===== src/rtl/tdm_demux.sv =====
// Receive end of the TDM link: tracks slot position on a shared W-bit lane and
// publishes each complete N_CH-channel frame in parallel, flagging framing errors.
module tdm_demux #(
  parameter int N_CH = 4,
  parameter int W    = 1
) (
  input  logic                clk,
  input  logic                rst,
  input  logic [W-1:0]        din,
  input  logic                din_valid,
  input  logic                fsync,
  output logic [N_CH*W-1:0]   dout,
  output logic                dout_valid,
  output logic                locked,
  output logic                frame_err
);

  localparam int SW = (N_CH > 1) ? $clog2(N_CH) : 1;
  localparam logic [SW-1:0] LAST_SLOT = SW'(N_CH - 1);
  localparam logic [SW-1:0] SLOT_ONE  = SW'(1);

  localparam logic [0:0] HUNT   = 1'b0;
  localparam logic [0:0] LOCKED = 1'b1;

  logic [0:0]        state;
  logic [SW-1:0]     slot;
  logic [N_CH*W-1:0] staging;

  // Accept stage: slot tracking, staging and frame publish in one registered step
  always_ff @(posedge clk or posedge rst) begin
    if (rst) begin
      state      <= HUNT;
      slot       <= '0;
      staging    <= '0;
      dout       <= '0;
      dout_valid <= 1'b0;
      locked     <= 1'b0;
      frame_err  <= 1'b0;
    end else begin
      dout_valid <= 1'b0;
      frame_err  <= 1'b0;
      if (din_valid) begin
        if (state == HUNT) begin
          if (fsync) begin
            staging[W-1:0] <= din;
            slot           <= SLOT_ONE;
            state          <= LOCKED;
            locked         <= 1'b1;
          end
        end else if (fsync) begin
          // An early sync abandons the partial frame and restarts on this sample
          if (slot != '0)
            frame_err <= 1'b1;
          staging[W-1:0] <= din;
          slot           <= SLOT_ONE;
        end else if (slot == '0) begin
          frame_err <= 1'b1;
          state     <= HUNT;
          locked    <= 1'b0;
        end else if (slot == LAST_SLOT) begin
          dout       <= {din, staging[(N_CH-1)*W-1:0]};
          dout_valid <= 1'b1;
          slot       <= '0;
        end else begin
          for (int k = 1; k < N_CH - 1; k++) begin
            if (slot == SW'(k))
              staging[k*W +: W] <= din;
          end
          slot <= slot + SLOT_ONE;
        end
      end
    end
  end

endmodule


===== config.mk =====
export PLATFORM = sky130hd
export DESIGN_NAME = tdm_demux
export DESIGN_NICKNAME = d
export VERILOG_FILES = /design/src/rtl/tdm_demux.sv
export SDC_FILE = /design/constraint.sdc
export NUM_CORES = 1
export LEC_CHECK = 0
export CAP_MARGIN = 20
export CORE_UTILIZATION = 48
export DETAILED_ROUTE_END_ITERATION = 12
export PLACE_DENSITY = 0.73
export SLEW_MARGIN = 20
export SYNTH_ARGS = -nofsm -noshare
export SYNTH_HDL_FRONTEND = slang
export SYNTH_SLANG_ARGS = --single-unit

===== constraint.sdc =====
create_clock -name clk -period 1.9 [get_ports clk]
set_clock_uncertainty 0.2 [all_clocks]
set_input_delay 0.38 -clock clk [delete_from_list [all_inputs] [get_ports clk]]
set_output_delay 0.38 -clock clk [all_outputs]
set_load 0.1 [all_outputs]

== Yosys cells after proc, flatten, opt, wreduce, memory -nomap -nowiden ==
Index checks and enable logic that the tools add are counted.

* $add $sub $neg: 1
* Multipliers: 0
* Div/mod/pow operators: 0
* Order comparisons: 0
* Eq/ne operators: 5
* Shift operators: 0
* Multiplexer cells: 23
* Bitwise logic cells: 3
* Reductions and logical operators: 10

{| class="wikitable"
|+ Operators with widths
! cell !! count
|-
| two-way mux 1 bit || 18
|-
| AND reduction 6 bit || 2
|-
| two-way mux 2 bit || 5
|-
| nonzero test 2 bit || 3
|-
| AND reduction 5 bit || 1
|-
| == test 2 bit (second input constant) || 2
|-
| != test 2 bit (second input constant) || 2
|-
| AND reduction 4 bit || 1
|-
| inverter 1 bit || 3
|-
| AND reduction 3 bit || 1
|-
| adder 2 x 1 -> 2 bit (second input constant) || 1
|-
| == test 2 x 1 -> 1 bit (second input constant) || 1
|-
| zero test 2 bit || 1
|-
| AND reduction 2 bit || 1
|}

* Bits in registers: 13
* Latch bits: 0
* Memory bits (writable): 0
* Bits in read-only memories: 0
* Bits of input ports: 5
* Output and inout port bits: 7
* Logic and storage cells: 51
* Memories: 0

== Longest topological paths before layout ==
Gate-level depths: netlist (run 1).

* Depth after elaboration: 6
* Gate-level depth with buffers: 6
* Mapped depth without buffers: 6

== Worst setup path before layout (run 1) ==
OpenSTA, ideal clock, no wires.

* Path type: register to register
* Start point: register slot[0]
* End point: register dout[0]
* Setup time: 0.125 ns
* Arrival: 1.366 ns
* Data required time: 1.575 ns
* Slack: 0.208 ns
* Stages on the path, launching flop included: 5
* Buffers on the path: 0
* Period minus slack after synthesis: 1.692 ns
* Cells stage by stage: dfrtp_1 > inv_1 > ha_1 > and4b_4 > mux2_2

* Word-level cells in the longest chain between the ends: 3
* Elaborated cells on any way between the ends: 4
* Those cells by class: eq/ne (1); bitwise (1); reduce/logical (2)

{| class="wikitable"
|+ Ends and longest elaborated chain
! item !! RTL line !! RTL
|-
| start: declaration || 26 || <nowiki>logic [SW-1:0] slot;</nowiki>
|-
| start signal: assignment || 69 || <nowiki>slot <= slot + SLOT_ONE;</nowiki>
|-
| zero test 2 bit || 56 || <nowiki>end else if (slot == '0) begin</nowiki>
|-
| inverter 1 bit (no source line) || - ||
|-
| AND reduction 5 bit (no source line) (*) || - ||
|-
| end signal: assignment || 61 || <nowiki>dout <= {din, staging[(N_CH-1)*W-1:0]};</nowiki>
|-
| end: declaration || 12 || <nowiki>output logic [N_CH*W-1:0] dout,</nowiki>
|}

Mark *: on every way between the ends. The rest lies on a longest branch, timed or not.
A chain may end at the register's enable or synchronous reset.

== Worst setup path after layout (run 1) ==
* Start point: input fsync
* End point: register slot[1]

* Word-level cells in the longest chain between the ends: 2
* Elaborated cells on any way between the ends: 5
* Those cells by class: eq/ne (1); mux (2); reduce/logical (2)

{| class="wikitable"
|+ Ends and longest elaborated chain
! item !! RTL line !! RTL
|-
| start: declaration || 11 || <nowiki>input logic fsync,</nowiki>
|-
| != test 2 bit (no source line), or another cell as far along || - ||
|-
| AND reduction 3 bit (no source line) or two-way mux 2 bit (tied branches) || - ||
|}

Parallel ways exist; a longest one is shown, timed or not.

==> key figures, run 1 <==
Detailed routing
  – Pre-antenna DRT Iters: 4
  – DR vias: 468
  – DRC: 0
  – Via density: 5.32
  – Post-Route WL: 1.27 mm
  – Routed Antenna Nets: 0
  – Initial DRC count: 17
  – WL/cell: 14.4 um

Timing
  – Min Tclk post-route: 1740 ps
  – Endpoints failing setup: 0
  – Final Hold Slack: 211 ps
  – Relative slew slack: 0.680
  – Worst Tran Pin Value: 479 ps
  – Max Fclk: 575 MHz
  – RSZ-0062 raised after global routing: no
  – Fin Setup TNS: 0 ps
  – Final worst slack: 161 ps
  – Final hold vios: 0
  – Crit share post-route: 0.915
  – Count of pins over their slew limit: 0

Worst setup path
  – Worst Path Required: 1880 ps
  – WS Path Type: in2reg
  – Arrival time worst endpoint: 1720 ps
  – Type of origin of the critical path: input pin
  – Crit. End Element: register
  – Crit path max fanout: 4

Status
  – Outcome: finished, final reports clean

Global routing
  – First-pass GRT wire length: 2.08 mm
  – Global route overflow: 0
  – Tot GR Track Use: 0.217
  – Largest net degree at the start of global routing: 14
  – Initial antenna violation count: 0
  – Number of global-route vias before repair: 469

Clocking
  – Total of cells resized after clock tree synthesis: 0
  – CTS Buf Count: 3
  – CTS Buffer Depth: 2
  – Post-CTS setup buffers: 0
  – CTS HTree Levels: 1
  – Clock Latency Late Sink: 280 ps
  – CTS Hold Bufs: 0
  – TritonCTS Sinks: 13
  – Root Driver: clkbuf_4
  – Clock-pin slew on the worst setup and hold paths: 80 ps
  – CTS tree: done

Yosys
  – Avg Cell Area, Syn: 12.2 um^2
  – Cell taking the most area after synthesis: dfrtp_1
  – Syn Nets: 65
  – Sequential-to-total area share from yosys stat: 0.504
  – Netlist cell types: 18
  – Yosys warns: 0
  – Synthesized area: 646 um^2
  – Syn Inst Count: 53
  – Synth top area cells: dfrtp_1, ha_1, mux2_2
  – Post-synthesis register bit count: 13
  – Top-area cell type share of the netlist area: 0.504

Min path
  – Hold Crit Class: in2async

Power and ir drop
  – Max VDD drop: 1130 uV
  – P per Cell Area: 1700 nW/um^2
  – Leakage: 0.442 nW

Layout
  – Area Overhead vs Synth: 42.2%
  – Inserted Diodes: 0
  – Most common cell after layout, fill and taps aside: dfrtp_1
  – Layout cells sized above 1: 0.365
  – Layout Nets: 87
  – Most frequent cells in the layout: dfrtp_1, mux2_2, ha_1, buf_12, buf_4

Placed design
  – Placer congestion estimate: 0.813
  – Buffers on Ports: 11
  – Worst slack at placement: -126 ps
  – DP HPWL: 938 um

Die
  – Initial core utilization: 0.551
  – Die height: 38.7 um
  – Die width: 38.7 um
  – Full die area: 1500 um^2
  – Core Region: 1170 um^2
  – IO Count: 12
  – Num rows: 12

Flow run
  – Max Cap Viol: 0
==> routing by layer <==
layer  wire, um  share of wire  global-route usage
met3         53          0.042              0.0520
met1        566           0.45               0.273
met2        625           0.49               0.346
met5          0              0                   0
met4         21          0.017               0.103
==> report_power, final <==
part	switching [mW]	internal, mW	leakage (nW)
clock	0.0981	0.0816	0.0150
sequential	0.0915	0.375	0.162
combinational	0.549	0.371	0.265
total	0.739	0.827	0.442
==> critical path, stage by stage <==
cell and delay, ps:
clkdlybuf4s50_1 560, inv_1 90, ha_1 230, nor2b_1 150, o21ai_0 110, a32o_1 210
==> sequential cells by signal, summed over array words and instances (netlist names) <==
name / flops
slot: 2
staging: 3
frame_err: 1
dout: 4
locked: 1
dout_valid: 1
state: 1
==> logic make-up after synthesis <==
kind of cell,after synthesis,synth area share
mux,7,0.122
simple gates,13,0.138
buf+inv,5,0.0291
flops,13,0.504
compound gates,8,0.0717
fa+ha+maj,7,0.136
==> cell usage after synthesis, drive strengths merged <==
library cell  number
dfrtp             13
ha                 7
mux2               7
a21oi              4
inv                4
nand2              3
nand4              2
nor2               2
nor2b              2
o21ai              2
a31oi              1
a32o               1
and3               1
and4b              1
clkbuf             1
nand3b             1
nand4b             1
==> path summary, 6_finish.rpt <==
check                           startpoint  endpoint  slack, ps  cells after the start
worst min register to register  staging[2]   dout[2]        310                      1
worst max-delay path                 fsync   slot[1]        160                      6
max in group asynchronous              rst   dout[2]        970                      2
worst min-delay path                   rst    locked        210                      2
min in group clk                staging[2]   dout[2]        310                      1
worst max register to register     slot[1]   dout[1]        220                      4
==> per-stage QoR <==
stage | std cells | area, um^2 | util | power (mW)
after floorplan | 53 | 646 | - | 1.02
after global placement | 84 | 892 | 0.762 | 1.37
after detailed placement | 84 | 892 | 0.762 | 1.39
final | 88 | 918 | 0.784 | 1.57
after CTS | 88 | 918 | 0.784 | 1.57
after global routing | 88 | 918 | 0.784 | 1.65
==> layout make-up <==
cell class	instances	area [um^2]
clock buffers	4	26.3
fillers	81	253
inverters	4	15.0
multi-input cells	35	302
flip-flops and latches	13	325
well taps	14	17.5
repair buffers	18	233
Power figures use the tool's default switching activity.
==> run 2: changes to the inputs <==
--- a/config.mk
+++ b/config.mk
@@ -6,9 +6,11 @@
 export NUM_CORES = 1
 export LEC_CHECK = 0
 export CAP_MARGIN = 20
-export CORE_UTILIZATION = 48
+export CELL_PAD_IN_SITES_DETAIL_PLACEMENT = 1
+export CELL_PAD_IN_SITES_GLOBAL_PLACEMENT = 2
+export CORE_UTILIZATION = 34
 export DETAILED_ROUTE_END_ITERATION = 12
-export PLACE_DENSITY = 0.73
+export PLACE_DENSITY = 0.77
 export SLEW_MARGIN = 20
 export SYNTH_ARGS = -nofsm -noshare
 export SYNTH_HDL_FRONTEND = slang
==> constraint.sdc (replaced) <==
create_clock -name clk -period 2.05 [get_ports clk]
set_clock_uncertainty 0.2 [all_clocks]
set_input_delay 0.41 -clock clk [delete_from_list [all_inputs] [get_ports clk]]
set_output_delay 0.41 -clock clk [all_outputs]
set_load 0.1 [all_outputs]
==> run 2 against run 1 <==
Effect of this change:
- count of clock-buffer cells in the layout stayed put
- total power shrank 7.5%
- core utilization is 25 points lower
- non-clock buffer count shrank 1
- register-to-register slack gained 40 ps
- combinational power is 8.5% lower
- setup slack improved by 66 ps
- design area is 0.68% higher
- highest routed layer unchanged
- worst hold slack better by 51 ps
==> key figures, run 2 (synthesis gave the netlist of run 1 again) <==
Status
  – Outcome: finished, final reports clean (unchanged)

Worst setup path
  – Slowest stage delay, CP: 540 ps (was 560 ps)
  – Crit. End Element: register (unchanged)
  – Type of origin of the critical path: input pin (unchanged)
  – CP top delay family: buffers and inverters (unchanged)
  – Worst-path cell chain: clkdlybuf4s50_1, inv_1, ha_1, nor2b_1, o21ai_0, a32o_1 (unchanged)
  – WS Path Type: in2reg (unchanged)
  – Crit path max fanout: 3 (was 4)
  – Worst Path Required: 2030 ps (was 1880 ps)
  – Arrival time worst endpoint: 1800 ps (was 1720 ps)
  – CP max-delay cell: clkdlybuf4s50_1 (unchanged)
  – WP buf/inv: 2 (unchanged)

Global routing
  – Met3 Use GR: 0.0238 (was 0.0520)
  – First-pass GRT wire length: 2.33 mm (was 2.08 mm)
  – Global route hottest layer: met2 (unchanged)
  – Initial antenna violation count: 0 (unchanged)
  – Met1 Usage GRT: 0.212 (was 0.273)
  – Global route overflow: 0 (unchanged)
  – Tot GR Track Use: 0.163 (was 0.217)
  – Met2 Use GR: 0.274 (was 0.346)
  – Number of global-route vias before repair: 486 (was 469)
  – Largest net degree at the start of global routing: 14 (unchanged)

Layout
  – Reg area: 325 um^2 (unchanged)
  – Layout Nets: 86 (was 87)
  – Inserted Diodes: 0 (unchanged)
  – Most common cell after layout, fill and taps aside: dfrtp_1 (unchanged)
  – Area of the multi-input gates: 302 um^2 (unchanged)
  – Largest regs: dout x4, staging x3, slot x2 (unchanged)
  – Area Overhead vs Synth: 43.2% (was 42.2%)
  – Largest register FFs: 4 (unchanged)
  – Most frequent cells in the layout: dfrtp_1, mux2_2, ha_1, buf_12, buf_4 (unchanged)
  – Fin util: 0.530 (was 0.784)
  – Final Cell Area: 925 um^2 (was 918 um^2)
  – Layout cells sized above 1: 0.356 (was 0.365)
  – Filler cells: 205 (was 81)
  – Reg with most FFs: dout (unchanged)

Clocking
  – CTS tree: done (unchanged)
  – CTS Hold Bufs: 0 (unchanged)
  – Root Driver: clkbuf_4 (unchanged)
  – Clock Latency Late Sink: 280 ps (about the same)
  – CTS Buf Count: 3 (unchanged)
  – CTS HTree Levels: 1 (unchanged)
  – Total of cells resized after clock tree synthesis: 0 (unchanged)
  – Clock-pin slew on the worst setup and hold paths: 90 ps (was 80 ps)
  – TritonCTS Sinks: 13 (unchanged)
  – CTS Buffer Depth: 2 (unchanged)
  – Post-CTS setup buffers: 0 (unchanged)

Timing
  – Relative slew slack: 0.645 (was 0.680)
  – RSZ-0062 raised after global routing: no (unchanged)
  – Worst Tran Pin Value: 532 ps (was 479 ps)
  – Fin Setup TNS: 0 ps (unchanged)
  – Final hold vios: 0 (unchanged)
  – Crit share post-route: 0.889
  – Endpoints failing setup: 0 (unchanged)
  – Min Tclk post-route: 1820 ps
  – Count of pins over their slew limit: 0 (unchanged)
  – Max Fclk: 549 MHz
  – Final worst slack: 227 ps (was 161 ps)
  – Final Hold Slack: 262 ps (was 211 ps)

Power and ir drop
  – Leakage: 0.437 nW (was 0.442 nW)
  – Net switching power: 690 uW (was 739 uW)
  – Clock power frac: 0.115 (about the same)
  – Sequential power share: 0.303 (was 0.298)
  – Max VDD drop: 717 uV (was 1130 uV)
  – Combinational Power Share: 0.582 (was 0.588)
  – Internal Power: 758 uW (was 827 uW)
  – Net Sw Frac: 0.476 (was 0.472)
  – P per Cell Area: 1570 nW/um^2 (was 1700 nW/um^2)

Detailed routing
  – Via density: 4.74 (was 5.32)
  – Post-Route WL: 1.43 mm (was 1.27 mm)
  – DR vias: 465 (was 468)
  – WL/cell: 14.6 um (was 14.4 um)
  – Pre-antenna DRT Iters: 3 (was 4)
  – DRC: 0 (unchanged)
  – Routed Antenna Nets: 0 (unchanged)
  – Initial DRC count: 2 (was 17)

Die
  – Full die area: 2080 um^2 (was 1500 um^2)
  – IO Count: 12 (unchanged)
  – Num rows: 15 (was 12)
  – Die height: 45.6 um (was 38.7 um)
  – Die width: 45.6 um (was 38.7 um)
  – Initial core utilization: 0.370 (was 0.551)
  – Core Region: 1750 um^2 (was 1170 um^2)

Placed design
  – Placer congestion estimate: 0.743 (was 0.813)
  – DP HPWL: 1.11 mm (was 938 um)
  – Buffers on Ports: 11 (unchanged)
  – DP Area: 898 um^2 (was 892 um^2)
  – Worst slack at placement: -30.8 ps (was -126 ps)

Flow run
  – Max Cap Viol: 0 (unchanged)

Min path
  – Hold Crit Class: in2async (unchanged)
## run 2: power groups by stage
stage	registers (mW)	clock network (mW)	logic, mW
after CTS	0.440	0.172	0.850
final	0.439	0.167	0.842
after global routing	0.454	0.179	0.886
after detailed placement	0.445	0	0.847
after floorplan	0.745	0	0.201
after global placement	0.438	0	0.829
## run 2: layout make-up
class | count | area share
inverter | 4 | 0.0162
tap | 25 | 0.0338
multi-input combinational | 35 | 0.326
clock buffer | 4 | 0.0284
timing repair buffer | 17 | 0.244
sequential | 13 | 0.352
## run 2: path summary, 6_finish.rpt
kind                       slack, ps         end  cells after the start       start
setup / recovery                 230     slot[1]                      6       fsync
hold / removal                   260      locked                      2         rst
setup reg to reg                 260     dout[1]                      4     slot[1]
hold reg to reg                  320  staging[1]                      1  staging[1]
max in group asynchronous       1030  staging[1]                      2         rst
min in group clk                 320  staging[1]                      1  staging[1]
## run 2: metal layers
layer	routed length, um	vias up
met5	0	-
met4	22	0
met3	26	2
met2	735	9
met1	647	230
li1	-	224
## run 2: stage by stage
step	total power, mW	std cells
after global placement	1.27	94
after detailed placement	1.29	94
after floorplan	0.946	53
final	1.45	98
after CTS	1.46	98
after global routing	1.52	98
